<file path="config.mk">
export PLATFORM = sky130hd
export DESIGN_NAME = t3_affine_pipe
export DESIGN_NICKNAME = d
export VERILOG_FILES = /design/src/rtl/t3_affine_pipe.sv
export SDC_FILE = /design/constraint.sdc
export NUM_CORES = 1
export LEC_CHECK = 0
export CORE_ASPECT_RATIO = 0.8
export CORE_MARGIN = 4
export CORE_UTILIZATION = 55
export CTS_CLUSTER_DIAMETER = 40
export DETAILED_ROUTE_END_ITERATION = 7
export PLACE_DENSITY = 0.79
export SLEW_MARGIN = 20
export SYNTH_ARGS = -nofsm -noshare
export SYNTH_HDL_FRONTEND = slang
export SYNTH_SLANG_ARGS = --single-unit
</file>
<file path="constraint.sdc">
create_clock -name clk -period 2.62 [get_ports clk]
set_input_delay 0.524 -clock clk [delete_from_list [all_inputs] [get_ports clk]]
set_output_delay 0.524 -clock clk [all_outputs]
set_load 0.005 [all_outputs]
</file>
<file path="src/rtl/t3_affine_pipe.sv">
// ---------------------------------------------------------------------------
// t3_affine_pipe
// Phase-selectable tap-3 multiplier for 1/16-precision affine interpolation.
// Multiplies a signed sample by the tap-3 coefficient for its fractional
// phase. Only shifts and adds are used. The design is a two-stage
// valid/ready pipeline:
//   stage 1 : registers the sample, the phase and the shared shift-add terms
//   stage 2 : applies the per-phase select/shift (and optional rounding)
//
// Parameters
//   IN_SIZE  signed input sample width (>= 4)
//   NORM     0 = raw product, 1 = (product + 32) >>> 6
//
// Ports
//   clk        in   rising-edge clock
//   rst_n      in   asynchronous active-low reset
//   in_valid   in   input beat present
//   in_ready   out  input beat can be accepted this cycle
//   in_x       in   signed sample, IN_SIZE bits
//   in_phase   in   fractional phase 0..15
//   out_valid  out  output beat present
//   out_ready  in   downstream accepts output beat
//   out_y      out  signed product, IN_SIZE+6 bits
//   out_phase  out  phase that accompanied out_y
// ---------------------------------------------------------------------------
module t3_affine_pipe #(
  parameter int IN_SIZE = 8,
  parameter int NORM    = 0
) (
  input  logic                 clk,
  input  logic                 rst_n,
  input  logic                 in_valid,
  output logic                 in_ready,
  input  logic [IN_SIZE-1:0]   in_x,
  input  logic [3:0]           in_phase,
  output logic                 out_valid,
  input  logic                 out_ready,
  output logic [IN_SIZE+5:0]   out_y,
  output logic [3:0]           out_phase
);

  localparam int OUT_SIZE = IN_SIZE + 6;

  // Handshake
  logic w_s2_en;
  logic w_in_ready;

  // Stage-1 shared terms (combinational, from in_x)
  logic signed [OUT_SIZE-1:0] w_x1, w_x4, w_x5, w_x8, w_x13, w_x15, w_x16;
  logic signed [OUT_SIZE-1:0] w_x17, w_x29, w_x31, w_x32, w_x63;

  // Stage-1 registers
  logic                       r_s1_valid;
  logic [3:0]                 r_s1_phase;
  logic signed [OUT_SIZE-1:0] r_x1, r_x5, r_x8, r_x13, r_x15, r_x16;
  logic signed [OUT_SIZE-1:0] r_x17, r_x29, r_x31, r_x32, r_x63;

  // Stage-2 select and result
  logic signed [OUT_SIZE-1:0] w_prod;
  logic signed [OUT_SIZE-1:0] w_res;

  // Stage-2 registers
  logic                       r_out_valid;
  logic [OUT_SIZE-1:0]        r_out_y;
  logic [3:0]                 r_out_phase;

  // -------------------------------------------------------------------------
  // Handshake: stage 2 moves when empty or draining; stage 1 moves when
  // empty or when stage 2 moves, so in_ready falls only with both stages
  // full and out_ready low.
  // -------------------------------------------------------------------------
  assign w_s2_en    = !r_out_valid || out_ready;
  assign w_in_ready = !r_s1_valid || w_s2_en;
  assign in_ready   = w_in_ready;

  // -------------------------------------------------------------------------
  // Stage 1: shared shift-add terms, all sign-extended to OUT_SIZE
  // -------------------------------------------------------------------------
  assign w_x1  = {{6{in_x[IN_SIZE-1]}}, in_x};
  assign w_x4  = w_x1 <<< 2;
  assign w_x5  = w_x4 + w_x1;
  assign w_x8  = w_x1 <<< 3;
  assign w_x13 = w_x8 + w_x5;
  assign w_x16 = w_x1 <<< 4;
  assign w_x15 = w_x16 - w_x1;
  assign w_x17 = w_x16 + w_x1;
  assign w_x29 = w_x16 + w_x13;
  assign w_x32 = w_x1 <<< 5;
  assign w_x31 = w_x32 - w_x1;
  assign w_x63 = (w_x1 <<< 6) - w_x1;

  always_ff @(posedge clk or negedge rst_n) begin
    if (!rst_n) begin
      r_s1_valid <= 1'b0;
      r_s1_phase <= '0;
      r_x1       <= '0;
      r_x5       <= '0;
      r_x8       <= '0;
      r_x13      <= '0;
      r_x15      <= '0;
      r_x16      <= '0;
      r_x17      <= '0;
      r_x29      <= '0;
      r_x31      <= '0;
      r_x32      <= '0;
      r_x63      <= '0;
    end else begin
      if (w_in_ready) begin
        r_s1_valid <= in_valid;
      end
      // Data is captured only on an actual transfer.
      if (in_valid && w_in_ready) begin
        r_s1_phase <= in_phase;
        r_x1       <= w_x1;
        r_x5       <= w_x5;
        r_x8       <= w_x8;
        r_x13      <= w_x13;
        r_x15      <= w_x15;
        r_x16      <= w_x16;
        r_x17      <= w_x17;
        r_x29      <= w_x29;
        r_x31      <= w_x31;
        r_x32      <= w_x32;
        r_x63      <= w_x63;
      end
    end
  end

  // -------------------------------------------------------------------------
  // Stage 2: per-phase select/shift of the shared terms
  // -------------------------------------------------------------------------
  always_comb begin
    w_prod = '0;
    unique case (r_s1_phase)
      4'd0:  w_prod = '0;                  //  0
      4'd1:  w_prod = r_x1 <<< 2;          //  4
      4'd2:  w_prod = r_x8;                //  8
      4'd3:  w_prod = r_x13;               // 13
      4'd4:  w_prod = r_x17;               // 17
      4'd5:  w_prod = r_x13 <<< 1;         // 26
      4'd6:  w_prod = r_x31;               // 31
      4'd7:  w_prod = r_x17 <<< 1;         // 34
      4'd8:  w_prod = r_x5 <<< 3;          // 40
      4'd9:  w_prod = r_x29 + r_x16;       // 45
      4'd10: w_prod = r_x15 + r_x32;       // 47
      4'd11: w_prod = r_x13 <<< 2;         // 52
      4'd12: w_prod = r_x29 <<< 1;         // 58
      4'd13: w_prod = r_x15 <<< 2;         // 60
      4'd14: w_prod = r_x31 <<< 1;         // 62
      4'd15: w_prod = r_x63;               // 63
      default: w_prod = '0;
    endcase
  end

  // |product| + 32 stays below 2^(OUT_SIZE-1), so rounding cannot overflow.
  always_comb begin
    w_res = w_prod;
    if (NORM != 0) begin
      w_res = (w_prod + OUT_SIZE'(32)) >>> 6;
    end
  end

  always_ff @(posedge clk or negedge rst_n) begin
    if (!rst_n) begin
      r_out_valid <= 1'b0;
      r_out_y     <= '0;
      r_out_phase <= '0;
    end else if (w_s2_en) begin
      r_out_valid <= r_s1_valid;
      if (r_s1_valid) begin
        r_out_y     <= w_res;
        r_out_phase <= r_s1_phase;
      end
    end
  end

  assign out_valid = r_out_valid;
  assign out_y     = r_out_y;
  assign out_phase = r_out_phase;

endmodule

</file>
==> impl_metrics.env <==
export IMPL_track_usage_pct=33.1
export IMPL_cts_buffers_inserted=9
export IMPL_drv_slew=0
export IMPL_grt_pass1_vias=7373
export IMPL_fin_crit_ns=3.35
export IMPL_drive_gt1_share_pct=25.9
export IMPL_floorplan_initialDensity_pct=57.0
export IMPL_setup_viol=11
export IMPL_dp_hpwl_mm=18.5
export IMPL_vias=7709
export IMPL_powerDensity_nw_per_um2=763
export IMPL_ios=36
export IMPL_fin_skew_ns=0.00971
export IMPL_end_kind="flip-flop"
export IMPL_grt_overflow=0
export IMPL_synth_seq_cells=95
export IMPL_synth_top_family_by_area="compound AO/OA/AOI/OAI gates"
export IMPL_reg2reg_depth=8
export IMPL_fmax_ghz=0.298
export IMPL_cp_max_fo=3
export IMPL_synth_simple_area_share_pct=17.1
export IMPL_cts_root_buf="clkbuf_16"
export IMPL_async_reset_ff_share_pct=100
export IMPL_clkLatencyLatePin_ns=0.36
export IMPL_antenna_found_initial=0
export IMPL_p_leak_nw=4.33
export IMPL_hold_viol_final=0
export IMPL_tightest_slew_ns=0.593
export IMPL_max_slew_margin_rel_pct=60.4
export IMPL_synth_xor_area_share_pct=5.77
export IMPL_critical_path_slowest_cell="fa_2"
export IMPL_finalWirelength_mm=27.2
export IMPL_core_area_um2=13100
export IMPL_min_path_type="in -> async"
export IMPL_synthCells=871
export IMPL_synth_seq_area_share_pct=32.0
export IMPL_final_cells=1200
export IMPL_postCtsHoldBufs=0
export IMPL_start_kind="primary input"
export IMPL_synth_edff_count=0
export IMPL_regArea_um2=2380
export IMPL_netlist_area_um2=7440
export IMPL_grt_pass1_wl_mm=40.7
export IMPL_drtAntennaViolNets=0
export IMPL_dp_cells=1161
export IMPL_area_growth_pct=30.1
export IMPL_path_clk_slew_ns=0.07
export IMPL_synth_compound_area_share_pct=24.0
export IMPL_numPortBuffers=35
export IMPL_synth_fp_nets=949
export IMPL_peakVddDrop_uv=529
export IMPL_drtIter0Drc=986
export IMPL_cp_arrival_ns=3.59
export IMPL_cpPeakStageDelay_ns=0.36
export IMPL_maxCapViolations=0
export IMPL_routabilityCongestion=1.03
export IMPL_drt_pass1_iter_count=6
export IMPL_synth_cell_type_count=73
export IMPL_status="finished, violations left"
export IMPL_fin_ws_ns=-0.730
export IMPL_crit_type="in -> reg"
export IMPL_dieWidth_um=138
export IMPL_required_ns=2.86
export IMPL_cts_buffer_depth=2
export IMPL_fill_cells=924
export IMPL_ys_warn_count=0
export IMPL_period_share_pct=128
export IMPL_grt_max_degree=59
export IMPL_num_rows=37
export IMPL_clkSinkCount=95
export IMPL_multi_input_area_um2=5090
export IMPL_wl_per_cell_um=22.7
export IMPL_violations="negative setup slack"
export IMPL_via_per_inst=6.42
export IMPL_die_area_um2=15500
export IMPL_drc_errors=0
export IMPL_die_y_um=112
export IMPL_rsz0062_at_grt="true"
export IMPL_final_net_count=1098
export IMPL_ys_flop_type="dfrtp_1"
export IMPL_muxShareOfSynthArea_pct=5.21
export IMPL_cts_htree_levels=3
export IMPL_synth_avg_cell_area_um2=8.54
export IMPL_fin_hold_ws_ns=0.131
export IMPL_synthAdderAreaFrac_pct=11.0
export IMPL_n_antenna_cell=0
export IMPL_cts_tree="done"
export IMPL_cp_cell_sequence="buf_8 -> ha_4 -> inv_2 -> fa_2 -> buf_6 -> xnor2_4 -> ha_4 -> a21o_1 -> a21o_1 -> xor2_2 -> ha_4 -> a21o_1 -> a21oi_2 -> o21bai_1 -> a21oi_2 -> xor2_1 -> o21ai_1"
## per-stage QoR
step           setup TNS, ns  setup WS, ns  utilization [%]  power [mW]  cell area, um2
5_1_grt                -5.01        -0.798             74.1        7.74            9680
4_1_cts                -2.80        -0.545             72.3        6.96            9440
3_3_place_gp          -15.24         -1.26             67.9        5.34            8860
6_report               -4.47        -0.730             74.1        7.39            9680
3_5_place_dp          -17.60         -1.41             67.9        5.42            8860
2_1_floorplan          -2.47        -0.574                -        4.07            7510
## cells in the mapped netlist, types with 6 or more instances
library cell,number,area (um2)
xnor2_1,32,280
a211oi_1,12,90.1
a22oi_1,9,67.6
dfrtp_1,95,2380
a21o_1,18,135
buf_2,15,75.1
nand2_1,141,529
inv_1,31,116
nand3_1,12,60.1
o22ai_1,8,50.1
xor2_1,17,149
o21ai_1,11,55.1
nor3_1,10,50.1
buf_4,9,67.6
a21oi_1,52,260
ha_1,56,701
a221oi_1,8,70.1
a22o_1,6,52.6
nor2b_1,15,93.8
clkbuf_1,19,71.3
o21ai_0,83,415
nor2_1,51,191
a31oi_1,11,68.8
fa_1,6,120
mux2_2,16,180
o21bai_1,6,45.0
nand2b_1,13,81.3
and3_1,7,43.8
mux2i_1,14,140
## layout make-up
cell class | instances | area share [%]
Multi-Input combinational cell | 696 | 52.6
Sequential cell | 95 | 24.6
Timing Repair Buffer | 185 | 16.3
Clock buffer | 10 | 2.47
Tap cell | 175 | 2.26
Inverter | 33 | 1.28
Clock inverter | 6 | 0.543
## worst max-delay path: cells and delay by family
family	cells	cell delay (ns)
buffers and inverters	3	0.27
AO/OA/AOI/OAI	7	1.09
adder cells (fa/ha/maj)	4	1.00
XOR/XNOR	3	0.71
## metal layers
layer | part of all wire (%) | global-route usage [%] | vias up
li1 | - | - | 3431
met1 | 39 | 44.4 | 3630
met2 | 44 | 52.2 | 524
met3 | 12 | 8.13 | 124
met4 | 4.6 | 13.2 | 0
met5 | 0 | 0 | -
## worst paths after layout
check / from / to / slack (ns)
min reg2reg: out_y[0]$_DFFE_PN0P_ / out_y[0]$_DFFE_PN0P_ / 0.48
max: in_x[2] / r_x29[10]$_DFFE_PN0P_ / -0.73
min: rst_n / r_s1_phase[2]$_DFFE_PN0P_ / 0.13
min in group clk: out_y[0]$_DFFE_PN0P_ / out_y[0]$_DFFE_PN0P_ / 0.48
max in group asynchronous: rst_n / out_valid$_DFFE_PN0P_ / 1.80
max reg2reg: r_x5[0]$_DFFE_PN0P_ / out_y[10]$_DFFE_PN0P_ / 0.06
## cells in the final DEF, fill, tap and decap left out, drive strengths merged, types with 4 or more instances in the layout
cell type | Yosys | layout
o22ai | 8 | 8
xnor2 | 32 | 32
a31oi | 11 | 11
a211oi | 12 | 12
clkbuf | 19 | 11
o21ai | 98 | 98
buf | 28 | 155
dfrtp | 95 | 95
a22oi | 9 | 9
a21o | 18 | 18
a22o | 6 | 6
o221ai | 5 | 5
clkdlybuf4s50 | 0 | 27
o21bai | 6 | 6
clkinv | 2 | 4
nand2b | 13 | 13
a21oi | 54 | 54
inv | 31 | 34
fa | 6 | 6
and2 | 4 | 4
a221oi | 8 | 8
nor3 | 10 | 10
and3 | 7 | 7
a2111oi | 6 | 6
nor2b | 15 | 15
mux2 | 16 | 16
nand3 | 12 | 12
nand4 | 4 | 4
mux2i | 14 | 14
nor2 | 53 | 53
nand2 | 141 | 141
xor2 | 17 | 17
o21a | 4 | 4
ha | 56 | 56
a32oi | 5 | 5
## sequential cells by signal, summed over array words and instances, names as in the netlist
register and cells:
out_y 14, r_x15 12, r_x17 11, r_x31 10, r_x5 10, r_x63 9, r_x13 8, r_x29 8
out_phase 4, r_s1_phase 4, r_x32 3, out_valid 1, r_s1_valid 1
## power by group
| part | switching (mW) | internal, mW | leakage, nW |
|---|---|---|---|
| Combinational | 1.91 | 1.86 | 3.03 |
| Clock | 0.650 | 0.688 | 0.143 |
| Sequential | 0.455 | 1.83 | 1.16 |
## kinds of logic (layout without fill, tap and decap cells)
logic type | count (synthesis) | count (layout)
mux | 33 | 33
fa+ha+maj | 62 | 62
compound gates | 276 | 276
simple gates | 276 | 276
xor+xnor | 49 | 49
flops | 95 | 95
buf+inv | 80 | 234
## what timing repair did
action / in CTS / in global routing
hold endpoints to repair: 0 / 0
gates resized for setup: 56 / 33
pin swaps: 35 / 29
setup buffers: 14 / 11
setup endpoints to repair: 13 / 13
Note: power is estimated with default switching activity, not from simulation.
